`src/rtl/alu_8_bit_pkg.sv`:
```
// ---------------------------------------------------------------------------
// alu_8_bit_pkg
//   Shared constants for the registered 8-bit ALU: operation encodings on the
//   2-bit select and the default datapath width.
//   Optional feature macro used by the block: ALU_FLAGS_EN (zero/overflow flags).
// ---------------------------------------------------------------------------
package alu_8_bit_pkg;

    localparam int ALU_WIDTH = 8;

    localparam logic [1:0] OP_ADD = 2'b00;
    localparam logic [1:0] OP_SUB = 2'b01;
    localparam logic [1:0] OP_AND = 2'b10;
    localparam logic [1:0] OP_OR  = 2'b11;

endpackage

```
`src/rtl/alu_8_bit_core.sv`:
```
// ---------------------------------------------------------------------------
// alu_8_bit_core
//   Purely combinational ALU datapath: computes the next result and
//   carry/borrow (plus zero/overflow flags when ALU_FLAGS_EN is defined)
//   from the two unsigned operands and the operation select.
// Ports
//   i_a, i_b   operands (unsigned, WIDTH bits)
//   i_sel      operation: OP_ADD / OP_SUB / OP_AND / OP_OR
//   o_result   next result
//   o_carry    ADD carry-out, SUB borrow (A < B), 0 for logic ops
//   o_zero     [ALU_FLAGS_EN] next result == 0
//   o_ovf      [ALU_FLAGS_EN] signed overflow of ADD/SUB, 0 for logic ops
// Configuration macro: ALU_FLAGS_EN
// ---------------------------------------------------------------------------
module alu_8_bit_core
    import alu_8_bit_pkg::*;
#(
    parameter int WIDTH = ALU_WIDTH
) (
    input  logic [WIDTH-1:0] i_a,
    input  logic [WIDTH-1:0] i_b,
    input  logic [1:0]       i_sel,
    output logic [WIDTH-1:0] o_result,
    output logic             o_carry
`ifdef ALU_FLAGS_EN
    ,
    output logic             o_zero,
    output logic             o_ovf
`endif
);

    // Both arithmetic paths are one bit wider than the operands; the extra
    // MSB is the carry for ADD and the borrow for SUB (it is set exactly when
    // A < B because the zero-extended difference goes negative).
    logic [WIDTH:0] w_sum;
    logic [WIDTH:0] w_diff;

    assign w_sum  = {1'b0, i_a} + {1'b0, i_b};
    assign w_diff = {1'b0, i_a} - {1'b0, i_b};

    always_comb begin
        // NOTE: every output gets a default before the case so no path leaves
        // a variable unassigned, which would otherwise infer a latch.
        o_result = i_a | i_b;
        o_carry  = 1'b0;
        case (i_sel)
            OP_ADD:  {o_carry, o_result} = w_sum;
            OP_SUB:  {o_carry, o_result} = w_diff;
            OP_AND:  o_result = i_a & i_b;
            default: o_result = i_a | i_b;
        endcase
    end

`ifdef ALU_FLAGS_EN
    logic w_a_msb;
    logic w_b_msb;
    logic w_r_msb;

    assign w_a_msb = i_a[WIDTH-1];
    assign w_b_msb = i_b[WIDTH-1];
    assign w_r_msb = o_result[WIDTH-1];

    always_comb begin
        o_ovf = 1'b0;
        case (i_sel)
            // Same-sign operands producing a result of the other sign.
            OP_ADD:  o_ovf = (w_a_msb == w_b_msb) && (w_r_msb != w_a_msb);
            // Opposite-sign operands where the result loses A's sign.
            OP_SUB:  o_ovf = (w_a_msb != w_b_msb) && (w_r_msb != w_a_msb);
            default: o_ovf = 1'b0;
        endcase
    end

    assign o_zero = (o_result == '0);
`endif

endmodule

```
`src/rtl/alu_8_bit.sv`:
```
// ---------------------------------------------------------------------------
// alu_8_bit
//   Registered 8-bit ALU (ADD, SUB, AND, OR). Operands are sampled on a
//   rising edge with in_valid=1; result/carry_out appear one clock later
//   with out_valid=1. With in_valid=0 the data outputs hold and out_valid
//   drops. No back-pressure: one result per accepted cycle.
// Ports
//   clk, rst_n         clock (rising edge), asynchronous active-low reset
//   in_valid           accept A/B/sel on this edge
//   A, B               unsigned operands
//   sel                00 ADD, 01 SUB, 10 AND, 11 OR
//   result, carry_out  registered result and carry/borrow
//   out_valid          high for the cycle after an accepted operation
//   zero_flag, ovf_flag  [ALU_FLAGS_EN] registered zero / signed overflow
// Configuration macro: ALU_FLAGS_EN (adds the two flag ports and their logic)
// ---------------------------------------------------------------------------
module alu_8_bit
    import alu_8_bit_pkg::*;
#(
    parameter int WIDTH = ALU_WIDTH
) (
    input  logic             clk,
    input  logic             rst_n,
    input  logic             in_valid,
    input  logic [WIDTH-1:0] A,
    input  logic [WIDTH-1:0] B,
    input  logic [1:0]       sel,
    output logic [WIDTH-1:0] result,
    output logic             carry_out,
    output logic             out_valid
`ifdef ALU_FLAGS_EN
    ,
    output logic             zero_flag,
    output logic             ovf_flag
`endif
);

    logic [WIDTH-1:0] w_next_result;
    logic             w_next_carry;

    logic [WIDTH-1:0] r_result;
    logic             r_carry;
    logic             r_valid;

`ifdef ALU_FLAGS_EN
    logic w_next_zero;
    logic w_next_ovf;
    logic r_zero;
    logic r_ovf;
`endif

    alu_8_bit_core #(
        .WIDTH    (WIDTH)
    ) u_core (
        .i_a      (A),
        .i_b      (B),
        .i_sel    (sel),
        .o_result (w_next_result),
        .o_carry  (w_next_carry)
`ifdef ALU_FLAGS_EN
        ,
        .o_zero   (w_next_zero),
        .o_ovf    (w_next_ovf)
`endif
    );

    // NOTE: the reset is in the sensitivity list so the outputs clear the
    // moment rst_n falls, without waiting for a clock edge.
    always_ff @(posedge clk or negedge rst_n) begin
        if (!rst_n) begin
            r_result <= '0;
            r_carry  <= 1'b0;
            r_valid  <= 1'b0;
`ifdef ALU_FLAGS_EN
            r_zero   <= 1'b1;   // consistent with the cleared result
            r_ovf    <= 1'b0;
`endif
        end else begin
            // NOTE: non-blocking assignments so every register samples the
            // pre-edge values, independent of statement order.
            r_valid <= in_valid;
            if (in_valid) begin
                r_result <= w_next_result;
                r_carry  <= w_next_carry;
`ifdef ALU_FLAGS_EN
                r_zero   <= w_next_zero;
                r_ovf    <= w_next_ovf;
`endif
            end
        end
    end

    assign result    = r_result;
    assign carry_out = r_carry;
    assign out_valid = r_valid;
`ifdef ALU_FLAGS_EN
    assign zero_flag = r_zero;
    assign ovf_flag  = r_ovf;
`endif

endmodule

```
`config.mk`:
```
export PLATFORM = sky130hd
export DESIGN_NAME = alu_8_bit
export DESIGN_NICKNAME = d
export VERILOG_FILES = /design/src/rtl/alu_8_bit_pkg.sv /design/src/rtl/alu_8_bit_core.sv /design/src/rtl/alu_8_bit.sv
export SDC_FILE = /design/constraint.sdc
export NUM_CORES = 1
export LEC_CHECK = 0
export CORE_AREA = 2 2 82 68
export DETAILED_ROUTE_END_ITERATION = 8
export DIE_AREA = 0 0 84 70
export PLACE_DENSITY = 0.51
export SLEW_MARGIN = 10
export SYNTH_ARGS = -nofsm -noshare
export SYNTH_HDL_FRONTEND = slang
export SYNTH_SLANG_ARGS = --single-unit
```
`constraint.sdc`:
```
create_clock -name clk -period 1.1 [get_ports clk]
set_input_delay 0.22 -clock clk [delete_from_list [all_inputs] [get_ports clk]]
set_output_delay 0.22 -clock clk [all_outputs]
set_load 0.01 [all_outputs]
```
==> out/results.ini, run 1 <==
[pwr]
pwr_density_cell_mw_per_mm2 = 774.6
p_switching_w = 0.0007738
p_sw_frac = 0.3495
clkPwrFrac = 0.212
ir_drop_mv = 0.6853
p_total_w = 0.002214
p_comb_frac = 0.585
intPower_w = 0.001440
p_seq_frac = 0.204
leakagePower_nw = 1.285

[critical_path]
startpoint_type = primary input
cp-end-kind = flip-flop
crit_required_ns = 1.23
path_class = in2reg
critPathMaxFanout = 2
cp.arrival_ns = 1.80

[die]
die_area_mm2 = 0.005880
die_y_um = 70
ioPinCount = 31
fp.dieW_um = 84
core_mm2 = 0.005195
rows = 24
initial_core_util = 0.2823

[global_routing]
antenna_found_initial = 0
grt_pass1_wl_um = 7810
use_met2 = 0.2551
grt.busiest_layer = met2
grt-ovfl-total = 0
met1_usage = 0.2390
use_met3 = 0.01891
grt_pass1_vias = 1610
grt_use_total = 0.1619
grt_max_degree = 13

[logic_synthesis]
ys_ff_latch = 10
synth_top_family_by_area = compound AO/OA/AOI/OAI gates
synth_xor_area_frac = 0.01195
synth-simple-area-share = 0.1715
yosysWarnings = 0
ys_top_cells_by_area = ha_1 21%, dfrtp_1 17%, inv_1 5.1%, a21oi_1 4.1%, mux2i_1 4.1%
synth_compound_area_frac = 0.2619
muxShareOfSynthArea = 0.04863
synthDistinctLibCells = 43
yosys.area.top_type = ha_1
synth_area_per_cell_um2 = 7.842
yosysTopAreaCellShare = 0.2133
synth_fa_ha_area_frac = 0.2406
synth_area_mm2 = 0.001466
syn_nets = 235
synthCells = 187
yosysSeqAreaShare = 0.1706

[job]
maxCapViolCount = 0

[clock_tree]
clock_path_buffers = 2
htree_levels = 1
cts_sinks = 10
clk_latency_ns = 0.24
cts_root_buf = clkbuf_8
clk_pin_slew_ns = 0.05
numCtsBuffers = 3
tritoncts = done

[detailed_routing]
vias_per_cell = 4.847
wl_per_cell_um = 13.66
ant_nets = 0
dr.pass1.iters = 4
drt_first_iter_violations = 46
route.vias.total = 1677
drt_wl_total_um = 4727
drc = 0

[placed_design]
placed_cell_area_mm2 = 0.002302
detailed_place_hpwl_um = 3386
gp_congestion = 0.8794
numPlacedInstances = 326
io_buffers = 30

[timing]
worstMarginPinSlew_ns = 0.3774
finalHoldViolations = 0
fmax_mhz = 597.4
rsz0062_at_grt = yes
finalSetupViolations = 8
setup-tns-final_ns = -3.447
fin_ws_ns = -0.5740
skew_ns = 0
drv_slew = 0
fin_crit_sh = 1.522
relSlewSlack = 0.7484
fin_crit_ns = 1.674

[finish]
finalInstanceArea_mm2 = 0.002858
synthToLayoutAreaGrowth_pct = 94.88
final_nets = 330
layout_commonest_cell = buf_4
drive_above_1_share = 0.5338
diodes = 0
instances_no_fill = 346
fill_cells = 469
final_cell_mix = 57 x buf_4, 14 x ha_4, 14 x buf_6, 13 x inv_2

[hold_path]
holdCritPathClass = in2async

[status]
violations = setup timing
status = complete, but fails checks

[what timing repair did]
item	4_1_cts	5_1_grt
gates resized for setup	138	27
hold buffers	0	0
cloned	2	0
setup endpoints to repair	19	13
pin swaps	40	20
endpoints found under the hold margin	0	0
setup buffers	15	1
[power by group through the flow]
stage | Clock (W) | Combinational [W] | Sequential, W
after floorplan | 0 | 0.000469 | 0.000481
after global placement | 0 | 0.00100 | 0.000455
after detailed placement | 0 | 0.00101 | 0.000457
after CTS | 0.000477 | 0.00123 | 0.000451
after global routing | 0.000496 | 0.00140 | 0.000458
final | 0.000468 | 0.00129 | 0.000451
[per-layer routing]
metal / up-vias / routed length, um / share of wire
met5: - / 0 / 0
met4: 0 / 38 / 0.0080
met3: 4 / 216 / 0.046
met2: 39 / 2123 / 0.45
met1: 779 / 2349 / 0.50
li1: 855 / - / -
[metrics by stage]
stage / setup WS [ns] / utilization / hold slack [ns]
after floorplan: -0.5659 / - / -0.07559
after global placement: -1.281 / 0.4432 / 0.4998
after detailed placement: -1.304 / 0.4432 / 0.5048
after CTS: -0.6330 / 0.5369 / 0.2747
after global routing: -0.6690 / 0.5501 / 0.2893
final: -0.5740 / 0.5501 / 0.2672
[critical path: stages]
cell and delay, ns:
buf_8 0.08, buf_12 0.10, inv_12 0.03, ha_4 0.15, fa_2 0.38, nor2_4 0.14, o21ai_2 0.08, a211oi_2 0.20
a211oi_1 0.07, o32a_1 0.34
[worst paths after layout]
| path | start | endpoint | slack, ns | depth (start not counted) |
|---|---|---|---|---|
| max | A[0] | carry_out | -0.57 | 10 |
| min | rst_n | result[6] | 0.27 | 2 |
| max reg2reg | result[6] | result[6] | 0.16 | 4 |
| min reg2reg | result[1] | result[1] | 0.51 | 1 |
| max in group asynchronous | rst_n | result[1] | 0.68 | 2 |
| min in group clk | A[2] | result[2] | 0.51 | 6 |
[cell type report]
type / count / area, um2 / share of cell area
multi-input cells: 143 / 1440 / 0.5039
clock buffers: 4 / 55.05 / 0.01926
flip-flops and latches: 10 / 250.2 / 0.08757
well taps: 65 / 81.33 / 0.02846
repair buffers: 103 / 934.6 / 0.3271
inverters: 21 / 96.34 / 0.03371
[registers in the layout (all words and copies together), names as in the netlist]
register	flops
result	8
carry_out	1
out_valid	1
[synth_stat cells (all sizes together)]
| cell | instances |
|---|---|
| ha | 25 |
| inv | 21 |
| nor2 | 13 |
| a21oi | 12 |
| nand2 | 12 |
| dfrtp | 10 |
| nor3 | 10 |
| o21ai | 10 |
| buf | 8 |
| mux2i | 6 |
| a21o | 5 |
| clkbuf | 5 |
| nor2b | 5 |
| a211oi | 4 |
| a31oi | 4 |
| o31ai | 4 |
| nand2b | 3 |
| nor4 | 3 |
| o211ai | 3 |
| fa | 2 |
| o2111ai | 2 |
| o311ai | 2 |
| or3 | 2 |
| xnor2 | 2 |
| a211o | 1 |
| a221oi | 1 |
| a311oi | 1 |
| a41o | 1 |
| a41oi | 1 |
| mux2 | 1 |
| nand3 | 1 |
| nor3b | 1 |
| nor4b | 1 |
| o211a | 1 |
| o21bai | 1 |
| o221ai | 1 |
| o22ai | 1 |
| o32a | 1 |
[kinds of logic (layout without fill, tap and decap cells)]
group	count (synthesis)	after routing
flip-flops	10	10
adder cells (fa/ha/maj)	27	27
AND/OR/NAND/NOR	51	51
buffers and inverters	34	128
XOR/XNOR	2	2
AO/OA/AOI/OAI	56	56
multiplexers	7	7
No activity file was read; power rests on OpenSTA's default activity.
==> run 2, diff against run 1 <==
- CELL_PAD_IN_SITES_DETAIL_PLACEMENT: not set -> 0
- CELL_PAD_IN_SITES_GLOBAL_PLACEMENT: not set -> 1
- PLACE_DENSITY: 0.51 -> 0.65
==> run 2 against run 1 <==
The run still ends with setup timing left. Cell area decreased by 1.3%. Non-clock buffer count increased by 6. Clock power decreased by 22%. Critical path depth decreased by 2. Largest power group unchanged.
==> out/results.ini, run 2 (synthesized netlist as in run 1, its figures left out) <==
[status]
status = complete, but fails checks
violations = setup timing

[clock_tree]
cts_hold_buf = 0
tritoncts = done
htree_levels = 1
clk_latency_ns = 0.23
cts_root_buf = clkbuf_8
clock_path_buffers = 2
clk_pin_slew_ns = 0.05
cts_sinks = 10
numCtsBuffers = 3

[finish]
final_cell_mix = 64 x buf_4, 15 x inv_2, 15 x buf_6, 12 x nand2_1, 12 x ha_4
drive_above_1_share = 0.5420
final_nets = 336
post-route-util = 0.5431
diodes = 0
finalInstanceArea_mm2 = 0.002821
instances_no_fill = 351
layout_commonest_cell = buf_4
largest_register_ffs = 8
synthToLayoutAreaGrowth_pct = 92.41

[detailed_routing]
route.vias.total = 1670
dr.pass1.iters = 4
drt_first_iter_violations = 109
vias_per_cell = 4.758
drt_wl_total_um = 4637
drc = 0
wl_per_cell_um = 13.21
ant_nets = 0

[hold_path]
holdCritPathClass = in2async

[die]
initial_core_util = 0.2823
die_area_mm2 = 0.005880
core_mm2 = 0.005195
fp.dieW_um = 84
die_y_um = 70
ioPinCount = 31
rows = 24

[placed_design]
place_ws_ns = -1.315
numPlacedInstances = 332
placed_cell_area_mm2 = 0.002335
gp_congestion = 0.8292
detailed_place_hpwl_um = 3491
io_buffers = 30

[critical_path]
cp-end-kind = flip-flop
r2r_cells = 4
cp.arrival_ns = 1.79
path_class = in2reg
critPathMaxFanout = 3
crit_required_ns = 1.21
startpoint_type = primary input

[pwr]
intPower_w = 0.001356
p_comb_frac = 0.610
p_seq_frac = 0.216
pwr_density_cell_mw_per_mm2 = 742.3
clkPwrFrac = 0.174
leakagePower_nw = 1.308
ir_drop_mv = 0.5253
p_sw_frac = 0.3526
p_switching_w = 0.0007384

[timing]
fin_ws_ns = -0.5809
fin_crit_ns = 1.681
worstMarginPinSlew_ns = 0.3701
drv_slew = 0
fmax_mhz = 594.9
skew_ns = 0
rsz0062_at_grt = yes
setup-tns-final_ns = -3.376
fin_crit_sh = 1.528
finalSetupViolations = 8
relSlewSlack = 0.7512
finalHoldViolations = 0

[global_routing]
grt-ovfl-total = 0
grt_max_degree = 16
grt_use_total = 0.1568
grt_pass1_wl_um = 7721
grt_pass1_vias = 1695
antenna_found_initial = 0

[job]
maxCapViolCount = 0

-- run 2: worst max-delay path: stages --
cell and delay, ns:
buf_8 0.11, ha_4 0.15, fa_2 0.33, a21o_1 0.21
a21o_1 0.21, a31oi_1 0.15, nor4_1 0.07, o32a_1 0.34
-- run 2: worst paths after layout --
| check | slack [ns] | startpoint | to |
|---|---|---|---|
| worst max-delay path | -0.58 | B[0] | carry_out |
| worst min-delay path | 0.29 | rst_n | result[4] |
| worst max register to register | 0.15 | result[6] | result[6] |
| worst min register to register | 0.52 | result[1] | result[1] |
| max in group asynchronous | 0.67 | rst_n | result[1] |
| min in group clk | 0.48 | B[0] | result[0] |
-- run 2: cell type report --
cell class              count  area (um2)
repair buffers            109       943.4
well taps                  65       81.33
fillers                   470        2374
clock buffers               3       41.29
flip-flops and latches     10       250.2
inverters                  21       91.34
multi-input cells         143        1414
-- run 2: what timing repair did --
action                                  4_1_cts  5_1_grt
cloned                                        1        0
pin swaps                                    26       25
setup buffers                                 9        7
endpoints found under the setup margin       19       13
resized for setup                           113       43
-- run 2: power groups by stage --
stage / registers (W) / logic [W] / clock network, W
after floorplan: 0.000481 / 0.000469 / 0
after global placement: 0.000455 / 0.00102 / 0
after global routing: 0.000459 / 0.00138 / 0.000398
after detailed placement: 0.000458 / 0.00102 / 0
after CTS: 0.000453 / 0.00117 / 0.000371
final: 0.000453 / 0.00128 / 0.000365
-- run 2: layer usage --
metal | global-route usage | wire length, um
met5 | 0 | 0
met4 | 0.03047 | 40
met3 | 0.02009 | 162
met2 | 0.2533 | 2078
met1 | 0.2254 | 2356
-- run 2: metrics by stage --
stage          total power (W)  hold WS [ns]
2_1_floorplan        0.0009494      -0.07559
3_3_place_gp          0.001471        0.4984
3_5_place_dp          0.001478        0.5041
4_1_cts               0.001991        0.2906
5_1_grt               0.002240        0.2985
6_report              0.002094        0.2862
